<file path="src/rtl/ap_isa_pkg.sv">
// Shared types and constants for the AP accelerator instruction dispatcher.
// Instruction word = {class[1:0], payload[31:0]}.
package ap_isa_pkg;

    localparam int ISA_W     = 34;
    localparam int PAYLOAD_W = 32;

    localparam logic [1:0] CLS_BARRIER = 2'b00;
    localparam logic [1:0] CLS_DMA     = 2'b01;
    localparam logic [1:0] CLS_COMPUTE = 2'b10;
    localparam logic [1:0] CLS_HALT    = 2'b11;

    // Execution units tracked for outstanding commands
    localparam int N_UNITS  = 2;
    localparam int UNIT_DMA = 0;
    localparam int UNIT_CMP = 1;

    typedef enum logic [2:0] {
        ST_IDLE,
        ST_FETCH,
        ST_WAIT,
        ST_ISSUE,
        ST_DRAIN_B,
        ST_DRAIN_H,
        ST_HALTED
    } state_t;

    function automatic logic [1:0] isa_class(input logic [ISA_W-1:0] instr);
        return instr[ISA_W-1 -: 2];
    endfunction

endpackage

</file>
<file path="src/rtl/ap_outstanding_ctr.sv">
// Counts commands issued to one unit but not yet completed.
// A done pulse with nothing outstanding is flagged and leaves the count at zero.
module ap_outstanding_ctr #(
    parameter int MAX_OUT = 4
) (
    input  logic clk,
    input  logic rst,
    input  logic inc,
    input  logic dec,
    output logic full,
    output logic zero,
    output logic underflow
);

    localparam int OUT_W = $clog2(MAX_OUT + 1);

    logic [OUT_W-1:0] count_reg, count_next;
    logic             dec_ok;

    assign zero      = (count_reg == '0);
    assign full      = (count_reg >= OUT_W'(MAX_OUT));
    assign underflow = dec && zero;
    assign dec_ok    = dec && !zero;

    // Issue and completion on the same edge cancel out
    always_comb begin
        count_next = count_reg;
        if (inc && !dec_ok) begin
            count_next = count_reg + OUT_W'(1);
        end else if (dec_ok && !inc) begin
            count_next = count_reg - OUT_W'(1);
        end
    end

    always_ff @(posedge clk) begin
        if (rst) begin
            count_reg <= '0;
        end else begin
            count_reg <= count_next;
        end
    end

endmodule

</file>
<file path="src/rtl/ap_isa_dispatcher.sv">
// AP accelerator instruction scheduler: pops ISA words, issues DMA/compute commands,
// tracks outstanding work per unit and enforces BARRIER/HALT ordering.
module ap_isa_dispatcher
    import ap_isa_pkg::*;
#(
    parameter int MAX_OUT = 4,
    parameter int CNT_W   = 16
) (
    input  logic                 clk,
    input  logic                 rst,
    input  logic                 start,
    input  logic                 isa_fifo_empty,
    input  logic [ISA_W-1:0]     isa_fifo_dout,
    output logic                 isa_fifo_rd_en,
    output logic                 dma_cmd_valid,
    input  logic                 dma_cmd_ready,
    output logic [PAYLOAD_W-1:0] dma_cmd_data,
    input  logic                 dma_done,
    output logic                 cmp_cmd_valid,
    input  logic                 cmp_cmd_ready,
    output logic [PAYLOAD_W-1:0] cmp_cmd_data,
    input  logic                 cmp_done,
    output logic                 busy,
    output logic                 halted,
    output logic                 err,
    output logic [CNT_W-1:0]     instr_count
);

    state_t             state_reg, state_next;
    logic [ISA_W-1:0]   ir_reg, ir_next;
    logic [CNT_W-1:0]   count_reg, count_next;
    logic               err_reg, err_next;
    logic               retire;
    logic               clear_run;
    logic [1:0]         ir_class;

    logic [N_UNITS-1:0] unit_inc;
    logic [N_UNITS-1:0] unit_dec;
    logic [N_UNITS-1:0] unit_full;
    logic [N_UNITS-1:0] unit_zero;
    logic [N_UNITS-1:0] unit_underflow;

    assign unit_inc[UNIT_DMA] = dma_cmd_valid && dma_cmd_ready;
    assign unit_inc[UNIT_CMP] = cmp_cmd_valid && cmp_cmd_ready;
    assign unit_dec[UNIT_DMA] = dma_done;
    assign unit_dec[UNIT_CMP] = cmp_done;

    generate
        for (genvar gi = 0; gi < N_UNITS; gi++) begin : g_unit
            ap_outstanding_ctr #(
                .MAX_OUT (MAX_OUT)
            ) u_ctr (
                .clk       (clk),
                .rst       (rst),
                .inc       (unit_inc[gi]),
                .dec       (unit_dec[gi]),
                .full      (unit_full[gi]),
                .zero      (unit_zero[gi]),
                .underflow (unit_underflow[gi])
            );
        end
    endgenerate

    assign ir_class = isa_class(ir_reg);

    always_comb begin
        state_next     = state_reg;
        isa_fifo_rd_en = 1'b0;
        dma_cmd_valid  = 1'b0;
        cmp_cmd_valid  = 1'b0;
        retire         = 1'b0;
        clear_run      = 1'b0;

        case (state_reg)
            ST_IDLE, ST_HALTED: begin
                if (start) begin
                    clear_run  = 1'b1;
                    state_next = ST_FETCH;
                end
            end
            ST_FETCH: begin
                isa_fifo_rd_en = !isa_fifo_empty;
                if (!isa_fifo_empty) begin
                    state_next = ST_WAIT;
                end
            end
            ST_WAIT: begin
                state_next = ST_ISSUE;
            end
            ST_ISSUE: begin
                // Room only grows while stalled, so valid never drops before ready
                case (ir_class)
                    CLS_DMA: begin
                        dma_cmd_valid = !unit_full[UNIT_DMA];
                        if (dma_cmd_valid && dma_cmd_ready) begin
                            retire     = 1'b1;
                            state_next = ST_FETCH;
                        end
                    end
                    CLS_COMPUTE: begin
                        cmp_cmd_valid = !unit_full[UNIT_CMP];
                        if (cmp_cmd_valid && cmp_cmd_ready) begin
                            retire     = 1'b1;
                            state_next = ST_FETCH;
                        end
                    end
                    CLS_BARRIER: state_next = ST_DRAIN_B;
                    default:     state_next = ST_DRAIN_H;
                endcase
            end
            ST_DRAIN_B: begin
                if (&unit_zero) begin
                    retire     = 1'b1;
                    state_next = ST_FETCH;
                end
            end
            ST_DRAIN_H: begin
                if (&unit_zero) begin
                    retire     = 1'b1;
                    state_next = ST_HALTED;
                end
            end
            default: state_next = ST_IDLE;
        endcase
    end

    // The instruction register captures FIFO data the cycle after the pop
    assign ir_next    = (state_reg == ST_WAIT) ? isa_fifo_dout : ir_reg;
    assign count_next = clear_run ? '0 : (count_reg + CNT_W'(retire));
    assign err_next   = clear_run ? (|unit_underflow) : (err_reg | (|unit_underflow));

    always_ff @(posedge clk) begin
        if (rst) begin
            state_reg <= ST_IDLE;
            ir_reg    <= '0;
            count_reg <= '0;
            err_reg   <= 1'b0;
        end else begin
            state_reg <= state_next;
            ir_reg    <= ir_next;
            count_reg <= count_next;
            err_reg   <= err_next;
        end
    end

    assign dma_cmd_data = ir_reg[PAYLOAD_W-1:0];
    assign cmp_cmd_data = ir_reg[PAYLOAD_W-1:0];
    assign busy         = (state_reg != ST_IDLE) && (state_reg != ST_HALTED);
    assign halted       = (state_reg == ST_HALTED);
    assign err          = err_reg;
    assign instr_count  = count_reg;

endmodule
</file>
<file path="config.mk">
export PLATFORM = sky130hd
export DESIGN_NAME = ap_isa_dispatcher
export DESIGN_NICKNAME = d
export VERILOG_FILES = /design/src/rtl/ap_isa_pkg.sv /design/src/rtl/ap_outstanding_ctr.sv /design/src/rtl/ap_isa_dispatcher.sv
export SDC_FILE = /design/constraint.sdc
export NUM_CORES = 1
export LEC_CHECK = 0
export BUFFER_PORTS_ARGS = -buffer_cell sky130_fd_sc_hd__buf_2
export CORE_MARGIN = 5
export CORE_UTILIZATION = 44
export CTS_CLUSTER_DIAMETER = 50
export CTS_CLUSTER_SIZE = 16
export DETAILED_ROUTE_END_ITERATION = 10
export GPL_TIMING_DRIVEN = 0
export PLACE_DENSITY_LB_ADDON = 0.12
export SLEW_MARGIN = 30
export SYNTH_ARGS = -nofsm -noshare
export SYNTH_HDL_FRONTEND = slang
export SYNTH_HIERARCHICAL = 1
export SYNTH_SLANG_ARGS = --single-unit
</file>
<file path="constraint.sdc">
create_clock -name clk -period 2.16 [get_ports clk]
set_input_delay 0.432 -clock clk [delete_from_list [all_inputs] [get_ports clk]]
set_output_delay 0.432 -clock clk [all_outputs]
set_load 0.02 [all_outputs]
</file>
==> out/metrics.cfg <==
[outcome]
status = finished clean

[setup_path]
critPathRequiredTime_ns = 2.42
r2r_end = g_unit[1].u_ctr/count_reg[2]
crit_chain = and2b_2, and4_4, and2_4, ha_4, inv_1, fa_2, xor2_1, or3_1, a21oi_2
cp_num_buf_inv = 1
r2r_start = state_reg[2]
cp_num_cells = 9
ff2ff_path_depth = 9
cp_slowest_cell = or3_1
crit_start = state_reg[2]
start_kind = flop
crit_end = g_unit[1].u_ctr/count_reg[2]
crit_path_end_kind = flop
path_class = flop to flop
arrival_ns = 2.42
crit_path_max_incr_delay_ns = 0.37
path_max_fanout = 4
crit_family = simple AND/OR/NAND/NOR gates
r2r_slack_ns = 0.003

[synth]
netlist_area_mm2 = 0.00310
ys_seq_area_share_pct = 38.8
yosys_warnings = 6
yosys.area_share.simple_pct = 22.6
synth_compound_area_share_pct = 10.0
synthArstFlopShare_pct = 0
synthDistinctLibCells = 40
synth-seq-cells = 60
post_synth_xor_area_fraction_pct = 5.05
syn_avg_cell_area_um2 = 8.13
synth_edf_count = 0
synthFlopType = dfxtp_1
muxShareOfSynthArea_pct = 0.646
synth_fa_ha_area_share_pct = 4.12
synth_top_family_by_area = simple AND/OR/NAND/NOR gates
syn-instance-count = 381
mappedNetlistNets = 432

[timing]
period_minus_slack_ns = 2.16
drv_slew = 0
timing.fmax_mhz = 464
period_share_pct = 99.9
rsz0062_at_grt = true
worst_pin_slew_ns = 0.496
hold_viol_final = 0
skew_ns = 0.0111
worst_hold_slack_ns = 0.326
relSlewSlack_pct = 66.9
finalSetupViolations = 0

[routing]
drt_wl_total_mm = 7.60
vias = 2845
drc = 0
wire_per_inst_um = 12.2
via_per_inst = 4.56
drt_iter0_drc = 93
firstDrtPassIters = 4
detail-route-antenna-nets = 0

[floorplan]
core_mm2 = 0.00683
io_pins = 128
die-height_um = 93.9
dieArea_mm2 = 0.00882
die_w_um = 93.9
row_count = 30
start_util_pct = 45.4

[cts]
clock_path_buffers = 2
cts_tree = built
clock-sinks = 60
clk_pin_slew_ns = 0.06
clk_latency_ns = 0.34
holdBufCountCts = 0
cts_buffers = 9
htreeDepth = 3
cts_root_buf = clkbuf_8

[final_layout]
finalNetCount = 574
final_common_cell = buf_2
largest_reg_flops = 34
layout-drive-gt1-share_pct = 46.4
final_area_mm2 = 0.00420
num_antenna_cells = 0
area_delta_synth_final_pct = 35.5
mostFrequentLayoutCells = 131 x buf_2, 76 x nand2_1, 71 x buf_4

[grt]
grt_max_degree = 11
grt_usage_pct = 16.9
first_global_vias = 2600
grt_overflow = 0
antenna_found_initial = 0
grt_pass1_wl_mm = 11.8

[placed_design]
hpwl_mm = 5.78
gp_congestion = 0.834
place_area_mm2 = 0.00387
portBuffers = 127

[pwr]
ir_drop_v = 0.000541
p_leak_nw = 2.12
power.density_mw_per_mm2 = 1140

[run]
maxCapViolCount = 0

[worst_hold_path]
hold_path.class = primary input to flop

## where the power goes
group	total, W	switching, W	internal (W)
clock	0.00108	0.000427	0.000657
sequential	0.00151	0.000186	0.00133
combinational	0.00218	0.00121	0.000967
total	0.00477	0.00182	0.00295
## cell usage after synthesis, types with 2 or more instances
cell type,instances,area (µm²)
a21oi_1,40,200
a31oi_1,3,18.8
and2_1,7,43.8
and3_1,2,12.5
and4_1,4,35.0
buf_2,5,25.0
buf_4,66,495
clkbuf_1,11,41.3
dfxtp_1,60,1200
fa_1,2,40.0
ha_1,7,87.6
inv_1,6,22.5
mux2i_1,2,20.0
nand2_1,76,285
nand2b_1,7,43.8
nand3_1,6,30.0
nand4_1,6,37.5
nor2_1,23,86.3
nor2b_1,2,12.5
nor3_1,4,20.0
o21ai_0,6,30.0
or3_1,4,25.0
xor2_1,15,131
## cells by family after synthesis
family / after synthesis
multiplexers: 2
buffers and inverters: 88
AO/OA/AOI/OAI: 56
flip-flops: 60
adder cells (fa/ha/maj): 9
AND/OR/NAND/NOR: 149
XOR/XNOR: 17
## worst register-to-register path: stages, from the launching register on
cell and delay (ns):
dfxtp_2 0.32, and2b_2 0.24, and4_4 0.23, and2_4 0.15, ha_4 0.13, inv_1 0.05, fa_2 0.33, xor2_1 0.15
or3_1 0.37, a21oi_2 0.13
## worst min-delay path by stage
| stage | startpoint | end | cells past startpoint | slack, ns |
|---|---|---|---|---|
| after floorplan | ir_reg[0] | ir_reg[0] | 2 | 0.45 |
| after global placement | ir_reg[12] | ir_reg[12] | 2 | 0.46 |
| after detailed placement | ir_reg[15] | ir_reg[15] | 2 | 0.47 |
| after CTS | isa_fifo_dout[32] | ir_reg[32] | 3 | 0.31 |
| after global routing | isa_fifo_dout[9] | ir_reg[9] | 3 | 0.32 |
| final | isa_fifo_dout[32] | ir_reg[32] | 3 | 0.33 |
## metal layers
layer	vias to the layer above	GRT usage (%)	part of all wire [%]
met1	1276	20.6	44
met5	-	0	0
met4	0	5.17	0.63
li1	1472	-	-
met3	4	5.21	6.7
met2	93	28.3	49
## per-stage QoR
| stage | instances | setup WS, ns | TNS [ns] | utilization [%] | total power [W] |
|---|---|---|---|---|---|
| 2_1_floorplan | 381 | 0.0239 | 0 | - | 0.00308 |
| 3_3_place_gp | 604 | -0.123 | -0.248 | 56.6 | 0.00358 |
| 3_5_place_dp | 604 | -0.194 | -0.655 | 56.6 | 0.00361 |
| 4_1_cts | 622 | 0.00424 | 0 | 60.5 | 0.00476 |
| 5_1_grt | 624 | -0.0838 | -0.0902 | 61.5 | 0.00512 |
| 6_report | 624 | 0.00297 | 0 | 61.5 | 0.00477 |
## final cells by class
type | instances | area [µm²]
inverter | 6 | 22.5
fill | 676 | 2630
clock inverter | 3 | 42.5
tap | 96 | 120
multi-input combinational | 233 | 1390
clock buffer | 13 | 179
sequential | 60 | 1210
buffer | 81 | 561
timing repair buffer | 132 | 673
## what timing repair did
action,CTS,global route
setup buffers,2,3
resized for setup,14,11
pin swaps,4,7
endpoints found under the setup margin,9,10
(Power assumes the default switching activity.)
